**src/rtl/imx_lane_align_ctrl.sv**
```systemverilog
// imx_lane_align_ctrl
// Per-camera deserializer lane-alignment sequencer (cam clock domain).
// Pulses the SERDES/IDELAY resets, sweeps the shared 5-bit tap delay over 0..31,
// tracks the longest clean window per lane and programs that window's centre.
// Optional feature macro: IMX_LANE_ALIGN_WINDOW_EN adds o_win_len (best window length per lane).
module imx_lane_align_ctrl #(
    parameter int         LANE_WIDTH       = 8,
    parameter logic [7:0] TRAINING_PATTERN = 8'h7F,
    parameter int         RST_CYCLES       = 8,
    parameter int         SETTLE_CYCLES    = 16,
    parameter int         SAMPLE_COUNT     = 64,
    parameter int         MIN_WINDOW       = 4,
    parameter logic [4:0] DEFAULT_TAP      = 5'd0
) (
    input  logic                    i_cam_clk,
    input  logic                    i_cam_rst,
    input  logic                    i_start,
    input  logic [8*LANE_WIDTH-1:0] i_raw_data,
    output logic [5*LANE_WIDTH-1:0] o_tap_data,
    output logic                    o_serdes_io_rst,
    output logic                    o_tap_delay_rst,
    output logic                    o_busy,
    output logic                    o_done,
    output logic [LANE_WIDTH-1:0]   o_lane_locked
`ifdef IMX_LANE_ALIGN_WINDOW_EN
    ,
    output logic [6*LANE_WIDTH-1:0] o_win_len
`endif
);

    // One counter serves all timed phases, so it is sized for the longest one.
    localparam int CNT_MAX = (RST_CYCLES > SETTLE_CYCLES)
                           ? ((RST_CYCLES > SAMPLE_COUNT) ? RST_CYCLES : SAMPLE_COUNT)
                           : ((SETTLE_CYCLES > SAMPLE_COUNT) ? SETTLE_CYCLES : SAMPLE_COUNT);
    localparam int CNT_W = $clog2(CNT_MAX + 1);
    localparam logic [CNT_W-1:0] RST_LAST    = CNT_W'(RST_CYCLES - 1);
    localparam logic [CNT_W-1:0] SETTLE_LAST = CNT_W'(SETTLE_CYCLES - 1);
    localparam logic [CNT_W-1:0] SAMPLE_LAST = CNT_W'(SAMPLE_COUNT - 1);
    localparam logic [5:0]       MIN_LEN     = 6'(MIN_WINDOW);

    typedef enum logic [2:0] {
        S_IDLE, S_RESET, S_SETTLE, S_SAMPLE, S_UPDATE, S_FINAL, S_DONE
    } state_t;

    state_t state_q, state_d;

    logic [CNT_W-1:0]            cnt_q, cnt_d;
    logic [4:0]                  tap_q, tap_d;
    logic [LANE_WIDTH-1:0]       pass_q, pass_d;
    logic [LANE_WIDTH-1:0][5:0]  run_len_q, run_len_d;
    logic [LANE_WIDTH-1:0][4:0]  run_start_q, run_start_d;
    logic [LANE_WIDTH-1:0][5:0]  best_len_q, best_len_d;
    logic [LANE_WIDTH-1:0][4:0]  best_start_q, best_start_d;
    logic [LANE_WIDTH-1:0][4:0]  tap_out_q, tap_out_d;
    logic [LANE_WIDTH-1:0]       locked_q, locked_d;

    logic [LANE_WIDTH-1:0][5:0]  new_len;
    logic [LANE_WIDTH-1:0][4:0]  new_start;
    logic [LANE_WIDTH-1:0][4:0]  centre;
    logic                        start_acc;

    assign start_acc = (state_q == S_IDLE) && i_start;

    // State register; a reset mid-sweep drops straight back to IDLE.
    // NOTE: sequential state is written with <= so every flop samples pre-edge values.
    always_ff @(posedge i_cam_clk) begin
        if (i_cam_rst) state_q <= S_IDLE;
        else           state_q <= state_d;
    end

    // Next-state sequencing through reset, per-tap settle/sample/update, and result.
    // NOTE: every combinational output gets a default first so no latch is inferred.
    always_comb begin
        state_d = state_q;
        unique case (state_q)
            S_IDLE:   if (i_start) state_d = S_RESET;
            S_RESET:  if (cnt_q == RST_LAST) state_d = S_SETTLE;
            S_SETTLE: if (cnt_q == SETTLE_LAST) state_d = S_SAMPLE;
            S_SAMPLE: if (cnt_q == SAMPLE_LAST) state_d = S_UPDATE;
            S_UPDATE: state_d = (tap_q == 5'd31) ? S_FINAL : S_SETTLE;
            S_FINAL:  state_d = S_DONE;
            S_DONE:   state_d = S_IDLE;
            default:  state_d = S_IDLE;
        endcase
    end

    // Per-lane run extension candidates and window centre (sum never exceeds 31).
    always_comb begin
        for (int n = 0; n < LANE_WIDTH; n++) begin
            new_len[n]   = run_len_q[n] + 6'd1;
            new_start[n] = (run_len_q[n] == 6'd0) ? tap_q : run_start_q[n];
            centre[n]    = best_start_q[n] + best_len_q[n][5:1];
        end
    end

    // Datapath next-state: phase counter, tap sweep, pass flags and window trackers.
    always_comb begin
        cnt_d        = '0;
        tap_d        = tap_q;
        pass_d       = pass_q;
        run_len_d    = run_len_q;
        run_start_d  = run_start_q;
        best_len_d   = best_len_q;
        best_start_d = best_start_q;
        tap_out_d    = tap_out_q;
        locked_d     = locked_q;

        if ((state_q == S_RESET || state_q == S_SETTLE || state_q == S_SAMPLE) &&
            (state_d == state_q))
            cnt_d = cnt_q + 1'b1;

        if (start_acc) begin
            tap_d        = '0;
            pass_d       = '0;
            run_len_d    = '0;
            run_start_d  = '0;
            best_len_d   = '0;
            best_start_d = '0;
            tap_out_d    = '0;
            locked_d     = '0;
        end

        // Every lane starts each tap as passing; any bad byte clears it for the tap.
        if (state_q == S_SETTLE && state_d == S_SAMPLE)
            pass_d = '1;

        if (state_q == S_SAMPLE) begin
            for (int n = 0; n < LANE_WIDTH; n++)
                pass_d[n] = pass_q[n] && (i_raw_data[8*n +: 8] == TRAINING_PATTERN);
        end

        // Strict '>' keeps the earliest window on equal lengths.
        if (state_q == S_UPDATE) begin
            for (int n = 0; n < LANE_WIDTH; n++) begin
                if (pass_q[n]) begin
                    run_len_d[n]   = new_len[n];
                    run_start_d[n] = new_start[n];
                    if (new_len[n] > best_len_q[n]) begin
                        best_len_d[n]   = new_len[n];
                        best_start_d[n] = new_start[n];
                    end
                end else begin
                    run_len_d[n] = '0;
                end
            end
            if (tap_q != 5'd31) tap_d = tap_q + 5'd1;
        end

        if (state_q == S_FINAL) begin
            for (int n = 0; n < LANE_WIDTH; n++) begin
                locked_d[n]  = (best_len_q[n] >= MIN_LEN);
                tap_out_d[n] = (best_len_q[n] >= MIN_LEN) ? centre[n] : DEFAULT_TAP;
            end
        end
    end

    // Datapath registers.
    // NOTE: the window trackers are ordinary flops, not a RAM, so they take the reset too.
    always_ff @(posedge i_cam_clk) begin
        if (i_cam_rst) begin
            cnt_q        <= '0;
            tap_q        <= '0;
            pass_q       <= '0;
            run_len_q    <= '0;
            run_start_q  <= '0;
            best_len_q   <= '0;
            best_start_q <= '0;
            tap_out_q    <= '0;
            locked_q     <= '0;
        end else begin
            cnt_q        <= cnt_d;
            tap_q        <= tap_d;
            pass_q       <= pass_d;
            run_len_q    <= run_len_d;
            run_start_q  <= run_start_d;
            best_len_q   <= best_len_d;
            best_start_q <= best_start_d;
            tap_out_q    <= tap_out_d;
            locked_q     <= locked_d;
        end
    end

    // Moore outputs: sweep tap during the sweep, computed result in FINAL, held result otherwise.
    always_comb begin
        o_busy          = (state_q != S_IDLE);
        o_done          = (state_q == S_DONE);
        o_serdes_io_rst = (state_q == S_RESET);
        o_tap_delay_rst = (state_q == S_RESET);
        o_lane_locked   = locked_q;
        o_tap_data      = tap_out_q;
        if (state_q == S_RESET || state_q == S_SETTLE ||
            state_q == S_SAMPLE || state_q == S_UPDATE)
            o_tap_data = {LANE_WIDTH{tap_q}};
        else if (state_q == S_FINAL)
            o_tap_data = tap_out_d;
`ifdef IMX_LANE_ALIGN_WINDOW_EN
        o_win_len = best_len_q;
`endif
    end

endmodule

```
**config.mk**
```make
export PLATFORM = sky130hd
export DESIGN_NAME = imx_lane_align_ctrl
export DESIGN_NICKNAME = d
export VERILOG_FILES = /design/src/rtl/imx_lane_align_ctrl.sv
export SDC_FILE = /design/constraint.sdc
export NUM_CORES = 1
export LEC_CHECK = 0
export CORE_MARGIN = 2
export CORE_UTILIZATION = 55
export CTS_CLUSTER_SIZE = 30
export DETAILED_ROUTE_END_ITERATION = 16
export PLACE_DENSITY = 0.81
export SKIP_LAST_GASP = 1
export SYNTH_ARGS = -nofsm -noshare
export SYNTH_HDL_FRONTEND = slang
export SYNTH_SLANG_ARGS = --single-unit
```
**constraint.sdc**
```tcl
create_clock -name i_cam_clk -period 3.78 [get_ports i_cam_clk]
set_input_delay 0.378 -clock i_cam_clk [delete_from_list [all_inputs] [get_ports i_cam_clk]]
set_output_delay 0.378 -clock i_cam_clk [all_outputs]
set_load 0.01 [all_outputs]
```
==> impl_results.md <==
* RSZ-0062 raised after global routing: false
* Pre-antenna DRT Iters at 7
* Initial core utilization at 0.559
* Final setup violation count at 0
* Startpoint Class: flop
* Post-synth top area share at 0.378
* Htree depth at 1
* Worst reg2reg startpoint: run_len_q[12]$_SDFFE_PP0P_
* Yosys warns at 0
* Max-Cap Viols at 0
* First DRT Iteration DRCs at 992
* Commonest non-fill, non-tap cell in the layout: dfxtp_1
* Peak VDD IR at between 0.2 and 0.25 mV
* Setup crit end kind: output port
* FFs w/ async S/R, synth at 0
* WP data arrival at 3.38 ns
* Total Routing Usage GR at 0.265
* CTS Buffer Depth at 3
* Clock share of power at 0.461
* Sw frac at 0.234
* Period utilisation layout at 0.994
* Vias per std cell at 5.92
* Number of cells produced by synthesis at 1,504
* Pins Over Slew Limit at 0
* Core Area at approximately 0.023 sq mm
* Crit path kind: reg -> out
* Row count at between 50 and 60
* Wire length per cell at 17.5 microns
* Die width at roughly 160 microns
* Worst Clk Skew at between 0.03 and 0.04 ns
* P per Cell Area at 362 mW/mm^2
* Layout Nets at approximately 1,800
* CTS buffer count at 27
* CP required at ~3.4 ns
* Die Area at around 0.025 sq mm
* Area contributors post-synth: dfxtp_1, ha_1, nor2_1, a21oi_1, mux2i_1
* Avg Synthesized Cell Area at around 8.7 sq um
* Post-Syn Nets at 1,678
* CP Max Fanout at 17
* Cell depth of the worst hold path at 2
* Setup TNS Final at 0 ns
* Vias in the first global route at between 10,000 and 15,000
* Worst Hold End: run_len_q[14]$_SDFFE_PP0P_
* Hold Path Class: in -> reg
* Most used flip-flop cell after synthesis: dfxtp_1
* Post-synth EDFFs at 0
* Synth cell types at 59
* Most frequent cells in the layout: dfxtp_1, nor2_1, a21oi_1
* Fin. Hold Viols at 0
* Internal power at around 4.3 mW
* Gpl congestion at between 0.9 and 1
* Min Tclk post-route at approximately 3.8 ns
* Seq cells post-synth at 247
* Seq/Total Area, Yosys at 0.378
* Post-synth top area cell: dfxtp_1
* Layout cells sized above 1 at 0.0714
* GRT Residual Overflow at 0
* Ant. Diodes at 0
* Detail Route Antenna Nets at 0
* Sw power at 1.31 mW
* Reg2reg path depth at 8
* # clock sinks at 247
* Top-Level Pins at 119
* Synthesis-to-finish area growth at 17.7%
* Netlist Area Pre-Place at 0.0131 sq mm
* Antenna violations before repair at 0
* Share of power burned in registers at 0.467
* Clock tree from TritonCTS: yes
* Least-Margin Pin Slew at 1.40 ns
* Hold_buf cts at 0
* Die Span Y at 158 microns
* Lkg Pwr at roughly 6.2 nW
* Total power at 5.58 mW
* Largest net degree at the start of global routing at 109
* WL final at 33,700 microns
* Via count at 11,400
* Clk_lat worst skew at 0.55 ns
* Max-slew headroom at 0.0663
* Post-DP HPWL at 23,100 microns
* CTS clk-pin slew, worst paths at around 0.060 ns
* R2R Setup Slk at around 1.0 ns
* Port bufs at 118
* DRC Markers at 0
* Reg2reg end: best_start_q[11]$_SDFF_PP0_
* Min-delay src: i_cam_rst
* Status: complete, no violations
* First-pass GRT wire length at approximately 53,000 microns
* Root buffer cell: clkbuf_16
* Max Freq at approximately 270 MHz
* Comb power frac at 0.072
## state kept, by name (all words and copies together) (netlist names)
register,cells
best_len_q,48
tap_out_q,40
o_lane_locked,8
pass_q,8
tap_q,5
state_q,3
run_len_q,48
best_start_q,40
run_start_q,40
cnt_q,7
## how the worst max path moves through the flow
stage,to,slack [ns],from,cells after the start
after floorplan,best_len_q[25]$_SDFF_PP0_,1.45,run_len_q[24]$_SDFFE_PP0P_,8
after global placement,o_tap_data[13],0.77,state_q[0]$_SDFF_PP0_,6
after detailed placement,o_tap_data[13],0.75,state_q[0]$_SDFF_PP0_,6
after CTS,o_tap_data[13],0.15,state_q[0]$_SDFF_PP0_,6
after global routing,o_tap_data[33],0.01,state_q[1]$_SDFF_PP0_,7
final,o_tap_data[13],0.02,state_q[0]$_SDFF_PP0_,6
## synthesized netlist by cell type, types with 26 or more instances
| library cell | count |
|---|---|
| dfxtp_1 | 247 |
| nor2_1 | 182 |
| a21oi_1 | 129 |
| ha_1 | 99 |
| nand2_1 | 81 |
| nand3_1 | 79 |
| a22oi_1 | 72 |
| inv_1 | 72 |
| clkbuf_1 | 64 |
| mux2i_1 | 58 |
| xnor2_1 | 41 |
| a2bb2oi_1 | 32 |
| o21ai_0 | 29 |
| xor2_1 | 27 |
| a21o_1 | 26 |
## power by group through the flow
stage	clock network [mW]	registers (mW)	logic (mW)
4_1_cts	2.59	2.61	0.398
3_5_place_dp	0	2.66	0.397
3_3_place_gp	0	2.66	0.393
6_report	2.57	2.61	0.403
5_1_grt	2.71	2.60	0.424
2_1_floorplan	0	2.66	0.169
## per-layer routing
metal  up-vias  GRT usage  part of all wire
met5         -          0                 0
met2       410      0.451              0.47
met3        51     0.0359             0.068
li1       5575          -                 -
met1      5392      0.352              0.44
met4         0     0.0781             0.021
## kinds of logic (layout without fill, tap and decap cells)
group / count (synthesis) / in the layout / synth area share
muxes: 70 / 70 / 0.0547
DFF: 247 / 247 / 0.378
buffers and inverters: 161 / 267 / 0.0487
AOI/OAI and AO/OA: 381 / 381 / 0.196
xor gates and xnor gates: 68 / 68 / 0.0455
and+or+nand+nor: 470 / 470 / 0.171
adders and majority gates: 107 / 107 / 0.107
## final cells by class
cell class              instances  area (sq um)
fillers                      1948          8000
multi-input cells            1096          7530
flip-flops and latches        247          4940
repair buffers                145          1390
clock buffers                  39           781
well taps                     319           399
inverters                      72           270
clock inverters                11          87.6
## critical path, cell delays in order, from the launching register on
cell and delay (ns):
dfxtp_1 0.36, buf_4 0.23, or3_1 0.18, nand2_1 0.17, nor2_1 1.08, a21oi_1 0.22
clkdlybuf4s50_1 0.59
## metrics by stage
step	util	area, sq um	hold WS, ns	cells	worst slack, ns
after floorplan	-	13100	0.417	1504	1.45
after global placement	0.621	14500	0.429	1879	0.766
after detailed placement	0.621	14500	0.441	1879	0.748
after CTS	0.658	15400	0.367	1929	0.155
after global routing	0.658	15400	0.394	1929	0.0115
final	0.658	15400	0.367	1929	0.0243
## what timing repair did
item	CTS	global route
buffers inserted	0	0
gates resized for setup	0	1
setup endpoints to repair	0	1
(Power assumes the default switching activity.)
